<file path="src/rtl/irom_reader_if.sv">
// Bus bundle for irom_reader: ROM read port (CEN/A/Q) plus the pixel valid/ready stream.
// master = the reader; slave = the ROM plus downstream consumer side.
interface irom_reader_if #(
  parameter int AW = 6,
  parameter int DW = 8
) ();
  logic          IROM_EN;
  logic [AW-1:0] IROM_A;
  logic [DW-1:0] IROM_Q;
  logic          pix_valid;
  logic          pix_ready;
  logic [DW-1:0] pix_data;
  logic [AW-1:0] pix_addr;

  modport master (
    output IROM_EN, IROM_A, pix_valid, pix_data, pix_addr,
    input  IROM_Q, pix_ready
  );

  modport slave (
    input  IROM_EN, IROM_A, pix_valid, pix_data, pix_addr,
    output IROM_Q, pix_ready
  );
endinterface

</file>
<file path="src/rtl/irom_reader.sv">
// Pipelined image-ROM reader: streams all DEPTH pixels through a credit-tracked FIFO.
// Optional macro COLUMN_ORDER_EN: issue addresses column-major instead of row-major.
module irom_reader #(
  parameter int DEPTH      = 64,
  parameter int DATA_W     = 8,
  parameter int FIFO_DEPTH = 4,
  parameter int IMG_W_LOG2 = 3
) (
  input  logic          CLK,
  input  logic          RESET_N,
  input  logic          start,
  output logic          busy,
  output logic          done,
  irom_reader_if.master bus
);
  localparam int AW  = $clog2(DEPTH);
  localparam int CW  = AW + 1;
  localparam int PW  = (FIFO_DEPTH > 1) ? $clog2(FIFO_DEPTH) : 1;
  localparam int FCW = $clog2(FIFO_DEPTH + 1);
  localparam int EW  = AW + DATA_W;
  localparam logic [CW-1:0]  DEPTH_CNT = CW'(DEPTH);
  localparam logic [FCW:0]   FIFO_CAP  = (FCW + 1)'(FIFO_DEPTH);
  localparam logic [PW-1:0]  PTR_LAST  = PW'(FIFO_DEPTH - 1);

  typedef enum logic [1:0] {S_IDLE, S_FETCH, S_DRAIN, S_DONE} state_t;

  state_t          state_q, state_d;
  logic [CW-1:0]   issued_cnt_q, issued_cnt_d;
  logic [CW-1:0]   popped_cnt_q, popped_cnt_d;
  logic            irom_en_q, irom_en_d;
  logic [AW-1:0]   irom_a_q, irom_a_d;
  logic            v1_q, v1_d;
  logic            v2_q, v2_d;
  logic [AW-1:0]   addr2_q, addr2_d;
  logic [EW-1:0]   fifo_mem_q [FIFO_DEPTH];
  logic [EW-1:0]   fifo_mem_d [FIFO_DEPTH];
  logic [PW-1:0]   wr_ptr_q, wr_ptr_d;
  logic [PW-1:0]   rd_ptr_q, rd_ptr_d;
  logic [FCW-1:0]  fifo_count_q, fifo_count_d;

  logic [AW-1:0]   issue_addr;
  logic [FCW:0]    credit_used;
  logic            issue;
  logic            push;
  logic            pop;
  logic            fifo_nonempty;

  function automatic logic [PW-1:0] ptr_inc(input logic [PW-1:0] p);
    return (p == PTR_LAST) ? '0 : p + PW'(1);
  endfunction

  // Count splits as {row, column}; column-major simply swaps the two fields.
`ifdef COLUMN_ORDER_EN
  assign issue_addr = {issued_cnt_q[IMG_W_LOG2-1:0], issued_cnt_q[AW-1:IMG_W_LOG2]};
`else
  assign issue_addr = {issued_cnt_q[AW-1:IMG_W_LOG2], issued_cnt_q[IMG_W_LOG2-1:0]};
`endif

  // Control FSM
  always_comb begin
    state_d = state_q;
    busy    = 1'b0;
    done    = 1'b0;
    case (state_q)
      S_IDLE: begin
        if (start) state_d = S_FETCH;
      end
      S_FETCH: begin
        busy = 1'b1;
        if (issued_cnt_q == DEPTH_CNT) state_d = S_DRAIN;
      end
      S_DRAIN: begin
        busy = 1'b1;
        if (popped_cnt_q == DEPTH_CNT) state_d = S_DONE;
      end
      S_DONE: begin
        done    = 1'b1;
        state_d = S_IDLE;
      end
      default: state_d = S_IDLE;
    endcase
  end

  // Issue side: a new read only goes out if the FIFO can still hold every word in flight.
  always_comb begin
    credit_used = {1'b0, fifo_count_q} + {{FCW{1'b0}}, v1_q} + {{FCW{1'b0}}, v2_q};
    issue       = (state_q == S_FETCH) && (issued_cnt_q < DEPTH_CNT) && (credit_used < FIFO_CAP);
    irom_en_d   = ~issue;
    irom_a_d    = issue ? issue_addr : irom_a_q;
    v1_d        = issue;
    v2_d        = v1_q;
    addr2_d     = v1_q ? irom_a_q : addr2_q;
  end

  // Output FIFO; capture is keyed purely on the tag pipe, not on CEN.
  always_comb begin
    fifo_nonempty = (fifo_count_q != '0);
    push          = v2_q;
    pop           = fifo_nonempty && bus.pix_ready;
    fifo_mem_d    = fifo_mem_q;
    if (push) fifo_mem_d[wr_ptr_q] = {addr2_q, bus.IROM_Q};
    wr_ptr_d      = push ? ptr_inc(wr_ptr_q) : wr_ptr_q;
    rd_ptr_d      = pop  ? ptr_inc(rd_ptr_q) : rd_ptr_q;
    fifo_count_d  = fifo_count_q + FCW'(push) - FCW'(pop);
  end

  always_comb begin
    issued_cnt_d = issued_cnt_q;
    popped_cnt_d = popped_cnt_q;
    if (state_q == S_IDLE && start) begin
      issued_cnt_d = '0;
      popped_cnt_d = '0;
    end else begin
      if (issue) issued_cnt_d = issued_cnt_q + CW'(1);
      if (pop)   popped_cnt_d = popped_cnt_q + CW'(1);
    end
  end

  always_ff @(posedge CLK or negedge RESET_N) begin
    if (!RESET_N) begin
      state_q      <= S_IDLE;
      issued_cnt_q <= '0;
      popped_cnt_q <= '0;
      irom_en_q    <= 1'b1;
      irom_a_q     <= '0;
      v1_q         <= 1'b0;
      v2_q         <= 1'b0;
      addr2_q      <= '0;
      wr_ptr_q     <= '0;
      rd_ptr_q     <= '0;
      fifo_count_q <= '0;
      for (int i = 0; i < FIFO_DEPTH; i++) fifo_mem_q[i] <= '0;
    end else begin
      state_q      <= state_d;
      issued_cnt_q <= issued_cnt_d;
      popped_cnt_q <= popped_cnt_d;
      irom_en_q    <= irom_en_d;
      irom_a_q     <= irom_a_d;
      v1_q         <= v1_d;
      v2_q         <= v2_d;
      addr2_q      <= addr2_d;
      wr_ptr_q     <= wr_ptr_d;
      rd_ptr_q     <= rd_ptr_d;
      fifo_count_q <= fifo_count_d;
      fifo_mem_q   <= fifo_mem_d;
    end
  end

  assign bus.IROM_EN   = irom_en_q;
  assign bus.IROM_A    = irom_a_q;
  assign bus.pix_valid = fifo_nonempty;
  assign bus.pix_data  = fifo_mem_q[rd_ptr_q][DATA_W-1:0];
  assign bus.pix_addr  = fifo_mem_q[rd_ptr_q][EW-1:DATA_W];

endmodule

</file>
<file path="src/flat_wrapper.sv">
// flat-port wrapper written by rule: the top's interface ports become plain ports
module irom_reader_flat 
#(
  parameter int DEPTH      = 64,
  parameter int DATA_W     = 8,
  parameter int FIFO_DEPTH = 4,
  parameter int IMG_W_LOG2 = 3
)
  (CLK, RESET_N, start, busy, done, bus_IROM_EN, bus_IROM_A, bus_pix_valid, bus_pix_data, bus_pix_addr, bus_IROM_Q, bus_pix_ready);
  irom_reader_if #(.AW(6), .DW(8)) bus_i ();
  input  logic CLK;
  input  logic RESET_N;
  input  logic start;
  output logic busy;
  output logic done;
  output wire logic [$bits(bus_i.IROM_EN)-1:0] bus_IROM_EN;
  output wire logic [$bits(bus_i.IROM_A)-1:0] bus_IROM_A;
  output wire logic [$bits(bus_i.pix_valid)-1:0] bus_pix_valid;
  output wire logic [$bits(bus_i.pix_data)-1:0] bus_pix_data;
  output wire logic [$bits(bus_i.pix_addr)-1:0] bus_pix_addr;
  input wire logic [$bits(bus_i.IROM_Q)-1:0] bus_IROM_Q;
  input wire logic [$bits(bus_i.pix_ready)-1:0] bus_pix_ready;
  assign bus_IROM_EN = bus_i.IROM_EN;
  assign bus_IROM_A = bus_i.IROM_A;
  assign bus_pix_valid = bus_i.pix_valid;
  assign bus_pix_data = bus_i.pix_data;
  assign bus_pix_addr = bus_i.pix_addr;
  assign bus_i.IROM_Q = bus_IROM_Q;
  assign bus_i.pix_ready = bus_pix_ready;
  irom_reader #(.DEPTH(DEPTH), .DATA_W(DATA_W), .FIFO_DEPTH(FIFO_DEPTH), .IMG_W_LOG2(IMG_W_LOG2)) u_core (.CLK(CLK), .RESET_N(RESET_N), .start(start), .busy(busy), .done(done), .bus(bus_i));
endmodule
</file>
<file path="config.mk">
export PLATFORM = sky130hd
export DESIGN_NAME = irom_reader_flat
export DESIGN_NICKNAME = d
export VERILOG_FILES = /design/src/rtl/irom_reader_if.sv /design/src/rtl/irom_reader.sv /design/src/flat_wrapper.sv
export SDC_FILE = /design/constraint.sdc
export NUM_CORES = 1
export LEC_CHECK = 0
export ABC_AREA = 1
export CORE_MARGIN = 3
export CORE_UTILIZATION = 52
export DETAILED_ROUTE_END_ITERATION = 16
export HOLD_SLACK_MARGIN = 0.12
export PLACE_DENSITY = 0.75
export SLEW_MARGIN = 20
export SYNTH_ARGS = -nofsm -noshare
export SYNTH_HDL_FRONTEND = slang
export SYNTH_SLANG_ARGS = --single-unit
</file>
<file path="constraint.sdc">
create_clock -name CLK -period 1.7 [get_ports CLK]
set_input_delay 0.17 -clock CLK [delete_from_list [all_inputs] [get_ports CLK]]
set_output_delay 0.17 -clock CLK [all_outputs]
set_load 0.01 [all_outputs]
</file>
Yosys cells after proc, flatten, opt, wreduce, memory -nomap -nowiden
Cells that the tools add are included.
{"block": "word_totals", "ff_bits": 94, "inputBits": 12, "out_inout_bits": 24}
{"block": "op_classes", "n_addsub": 8, "order_cmp": 5, "eq_ne": 10, "mux": 18, "bitwise": 3, "reduce_logical": 11}
{"operator": "bitwise mux 56 bit", "n": 1}
{"operator": "two-way mux 14 bit", "n": 3}
{"operator": "binary-select mux 14 bit (select 2 bit)", "n": 1}
{"operator": "demux 14 bit (select 2 bit)", "n": 1}
{"operator": "two-way mux 7 bit", "n": 4}
{"operator": "adder 7 x 1 -> 7 bit (second input constant)", "n": 2}
{"operator": "== test 7 bit (second input constant)", "n": 2}
{"operator": "two-way mux 2 bit", "n": 5}
{"operator": "== test 2 bit (second input constant)", "n": 4}
{"operator": "one-hot mux 2 bit (4 select lines)", "n": 1}
{"operator": "< comparator 7 bit (second input constant)", "n": 1}
{"operator": ">= comparator 3 bit (second input constant)", "n": 2}
{"operator": "NOT 2 -> 3 bit", "n": 2}
{"operator": "logical AND 1 bit", "n": 5}
{"operator": "adder 2 x 1 -> 2 bit (second input constant)", "n": 2}
{"operator": "adder 3 x 1 -> 4 bit", "n": 1}
{"operator": "adder 4 x 1 -> 4 bit", "n": 1}
{"operator": "< comparator 4 x 3 -> 1 bit (second input constant)", "n": 1}
{"operator": "!= test 2 x 1 -> 1 bit (second input constant)", "n": 2}
{"operator": "nonzero test 2 bit", "n": 2}
{"operator": "adder 3 x 1 -> 3 bit", "n": 1}
{"operator": "< comparator 3 x 1 -> 1 bit (second input constant)", "n": 1}
{"operator": "AND reduction 3 bit", "n": 1}
{"operator": "nonzero test 3 bit", "n": 1}
{"operator": "other kinds (7)", "n": 8}

Depth between registers and ports, before layout
{"block": "logic_depth", "ltp_word": 6, "depth_mapped": 9}

Least setup slack after synthesis
Ideal clock, no wire load.
{"block": "synth_path", "kind": "register -> register", "from": "reg u_core.fifo_count_q[1]", "to": "reg u_core.fifo_count_q[2]", "setup_time_ns": 0.123, "t_arrival_ns": 1.872, "slack_ns": -0.295, "path_stages_with_launch": 10, "n_path_buf": 0, "synth_period_minus_slack_ns": 1.995, "path_cell_list": "dfrtp_1 -> inv_1 -> nand3_1 -> nand2_2 -> inv_1 -> ha_1 -> inv_1 -> ha_1 -> fa_1 -> xnor2_1"}
{"block": "synth_via", "elab_chain_cells": 3}
{"item": "start, declared", "line": "irom_reader.sv:39", "source": "logic [FCW-1:0] fifo_count_q, fifo_count_d;"}
{"item": "start signal, assigned", "line": "irom_reader.sv:144", "source": "fifo_count_q <= fifo_count_d;"}
{"item": "nonzero test 3 bit", "line": "irom_reader.sv:97", "source": "fifo_nonempty = (fifo_count_q != '0);"}
{"item": "named net bus_pix_valid", "line": "flat_wrapper.sv:18", "source": "output wire logic [$bits(bus_i.pix_valid)-1:0] bus_pix_valid;"}
{"item": "logical AND 1 bit", "line": "irom_reader.sv:99", "source": "pop = fifo_nonempty && bus.pix_ready;"}
{"item": "named net u_core.pop", "line": "irom_reader.sv:45", "source": "logic pop;"}
{"item": "subtractor 3 x 1 -> 3 bit", "line": "irom_reader.sv:104", "source": "fifo_count_d = fifo_count_q + FCW'(push) - FCW'(pop);"}
{"item": "named net u_core.fifo_count_d[2]", "line": "irom_reader.sv:39"}
The timed path passes the listed nets, and every way through them passes these cells.
A chain may end at the register's enable or synchronous reset.

Final worst setup path
{"block": "layout_path", "from": "reg u_core.rd_ptr_q[0]", "to": "out bus_pix_data[2]"}
{"block": "layout_via", "elab_chain_cells": 4}
{"item": "start, declared", "line": "irom_reader.sv:38", "source": "logic [PW-1:0] rd_ptr_q, rd_ptr_d;"}
{"item": "start signal, assigned", "line": "irom_reader.sv:143", "source": "rd_ptr_q <= rd_ptr_d;"}
{"item": "NOT 2 -> 3 bit (implied by the code)", "line": "irom_reader.sv:152", "source": "assign bus.pix_data = fifo_mem_q[rd_ptr_q][DATA_W-1:0];"}
{"item": "binary-select mux 14 bit (select 2 bit)", "line": "irom_reader.sv:152"}
{"item": "two-way mux 14 bit (implied by the code) (2 in series)", "line": "irom_reader.sv:152"}
{"item": "end, declared", "line": "flat_wrapper.sv:19", "source": "output wire logic [$bits(bus_i.pix_data)-1:0] bus_pix_data;"}
No other way between the ends. The select of a mux whose other input is x is not followed.

==> out/metrics.yaml <==
drtIter0Drc: 205
synth_top_area_share: 0.526
p_clk_frac: 0.140
utilization: 0.649
criticalPathCategory: "reg -> out"
power_uw: 9810
worst-slew-pin-transition_ns: 0.515
crit_cells: 5
insertion_delay_ns: 0.38
routedWlPerCell_um: 14.1
nets: 602
antenna_found_initial: 0
cts_max_level: 3
worstPathArrival_ns: 1.52
max_clock_freq_mhz: 591
max_cap_viol_count: 0
num_vias: 3584
synth_nets: 543
cts_root_buf: "clkbuf_8"
cp-end-kind: "output pin"
io-pin-count: 36
multi_input_area_um2: 1860
fin_setup_tns_ns: 0
final_hold_viol_count: 0
period_needed_ns: 1.69
fin_ws_ns: 0.00727
peakVddDrop_v: 0.000790
cp.required_ns: 1.53
status: "finished clean"
dpl.hpwl_mm: 6.24
grt_pass1_vias: 3576
synth_flop_cell: "dfrtp_1"
drc: 0
cts_buffer_depth: 2
slew_violations: 0
syn_area_um2: 4430
portBuffers: 35
dr.pass1.iters: 5
area_growth_pct: 21.0
ys_seq_elements: 94
synthCells: 512
layout-drive-gt1-share: 0.179
track_usage: 0.212
grt_max_degree: 95
p_per_area_nw_per_um2: 1830
swShare: 0.413
cp_cell_sequence: "buf_4, buf_6, o21ai_0, o22ai_1, buf_2"
die_area_um2: 9650
cts_buffers: 9
grt_pass1_wl_mm: 16.5
synth_area_leaders: "dfrtp_1 53%, o21ai_0 11%, nand2_1 9.8%"
num_rows: 33
hp-class: "in -> async"
overflow: 0
cts_tree: "yes"
dpl_worst_slack_ns: -0.0699
ff_latch_area_um2: 2350
power_frac_seq: 0.378
diodes: 0
critPathLaunchType: "flip-flop"
p_leak_uw: 0.00262
yosys-top-cells-count: "116 x nand2_1, 99 x o21ai_0, 93 x dfrtp_1"
cts.sinks: 94
wirelength_mm: 9.61
intPower_uw: 5760
ys_warn_count: 0
synth_area_per_cell_um2: 8.64
slew_headroom: 0.655
yosys.area.top_type: "dfrtp_1"
reg2reg_depth: 8
path_clk_slew_ns: 0.10
crit_slowest_cell: "dfrtp_1"
gp_congestion: 0.849
pwr-share-comb: 0.483
cp_slowest_stage_delay_ns: 0.44
skew_ns: 0.0131
yosysUniqueCellTypes: 26
setup_violations: 0
ant_nets: 0
yosysMostFrequentCell: "nand2_1"
async_reset_ff_frac: 1.00
via_per_inst: 5.26
synth_edf_count: 0
hold_slack_ns: 0.380
num-fill-cells: 696
crit_buf_inv: 3
crit_family: "flip-flops"
switchingPower_uw: 4060
coreArea_um2: 8260
rrSetupSlack_ns: 0.007
yosysSeqAreaShare: 0.532
die_h_um: 98.3
cp_max_fo: 10
period_share: 0.996
rsz0062_at_grt: "true"
start_util: 0.536
die_w_um: 98.3
-- metal layers --
metal | track usage | vias up | part of all wire
met5 | 0 | - | 0
met2 | 0.365 | 74 | 0.49
met3 | 0.0364 | 14 | 0.050
met4 | 0.0756 | 0 | 0.014
met1 | 0.270 | 1701 | 0.44
li1 | - | 1795 | -
-- timing repair --
item,4_1_cts,5_1_grt
endpoints found under the setup margin,18,9
hold endpoints to repair,93,0
hold buffers,1,0
resized for setup,91,9
setup buffers,8,3
pin swaps,8,4
gates cloned,1,0
-- registers in the layout, indices dropped and copies added, names as in the netlist --
register,cells
u_core.addr2_q,6
u_core.bus.IROM_A,6
u_core.bus.IROM_EN,1
u_core.fifo_count_q,3
u_core.fifo_mem_q,56
u_core.issued_cnt_q,7
u_core.popped_cnt_q,7
u_core.push,1
u_core.rd_ptr_q,2
u_core.state_q,2
u_core.v1_q,1
u_core.wr_ptr_q,2
-- stage by stage --
stage                     cells  cell area (um2)
after detailed placement    652             5040
final                       681             5360
after global routing        681             5360
after floorplan             512             4470
after CTS                   678             5320
after global placement      652             5040
-- worst paths after layout --
path                                         from                      to
max                            u_core.rd_ptr_q[0]         bus_pix_data[2]
min                                       RESET_N   u_core.fifo_mem_q[45]
max reg2reg                u_core.fifo_count_q[1]  u_core.fifo_count_q[1]
min reg2reg                 u_core.fifo_mem_q[35]   u_core.fifo_mem_q[35]
max in group asynchronous                 RESET_N      u_core.bus.IROM_EN
min in group CLK                    bus_IROM_Q[4]   u_core.fifo_mem_q[18]
-- cell type report --
class / instances / area share
clock buffer: 9 / 0.0231
clock inverter: 7 / 0.0110
inverter: 52 / 0.0369
multi-input combinational: 344 / 0.348
sequential: 94 / 0.439
tap: 105 / 0.0245
timing repair buffer: 70 / 0.117
-- power groups by stage --
stage          clock network [uW]  registers, uW  logic, uW
5_1_grt                      1520           3820       5270
3_3_place_gp                    0           3670       4370
2_1_floorplan                   0           3640       2730
6_report                     1370           3710       4740
4_1_cts                      1410           3690       4670
3_5_place_dp                    0           3720       4530
-- kinds of logic (layout without fill, tap and decap cells) --
kind of cell | after synthesis | count (layout) | share of synthesized area
AO/OA/AOI/OAI | 123 | 123 | 0.149
XOR/XNOR | 4 | 4 | 0.00792
adder cells (fa/ha/maj) | 19 | 19 | 0.0554
buffers and inverters | 74 | 138 | 0.0693
flip-flops | 94 | 94 | 0.532
AND/OR/NAND/NOR | 198 | 198 | 0.187
-- worst reg2reg max path, cell delays in order, from the launching register on --
cell and delay (ns):
dfrtp_1 0.40, inv_2 0.09, nand3_4 0.09, nand2_4 0.08, inv_4 0.04, ha_4 0.25
inv_2 0.03, ha_4 0.14, fa_2 0.51
-- cell usage in the layout (no fill, tap or decap), types with 16 or more instances in the layout --
cell type and n:
clkdlybuf4s50_1 17, nand2_1 116, o21ai_0 82, buf_4 25, nor2_1 38, nand3_1 18, ha_1 16, inv_1 45
dfrtp_1 93
Note: power is estimated with default switching activity, not from simulation.
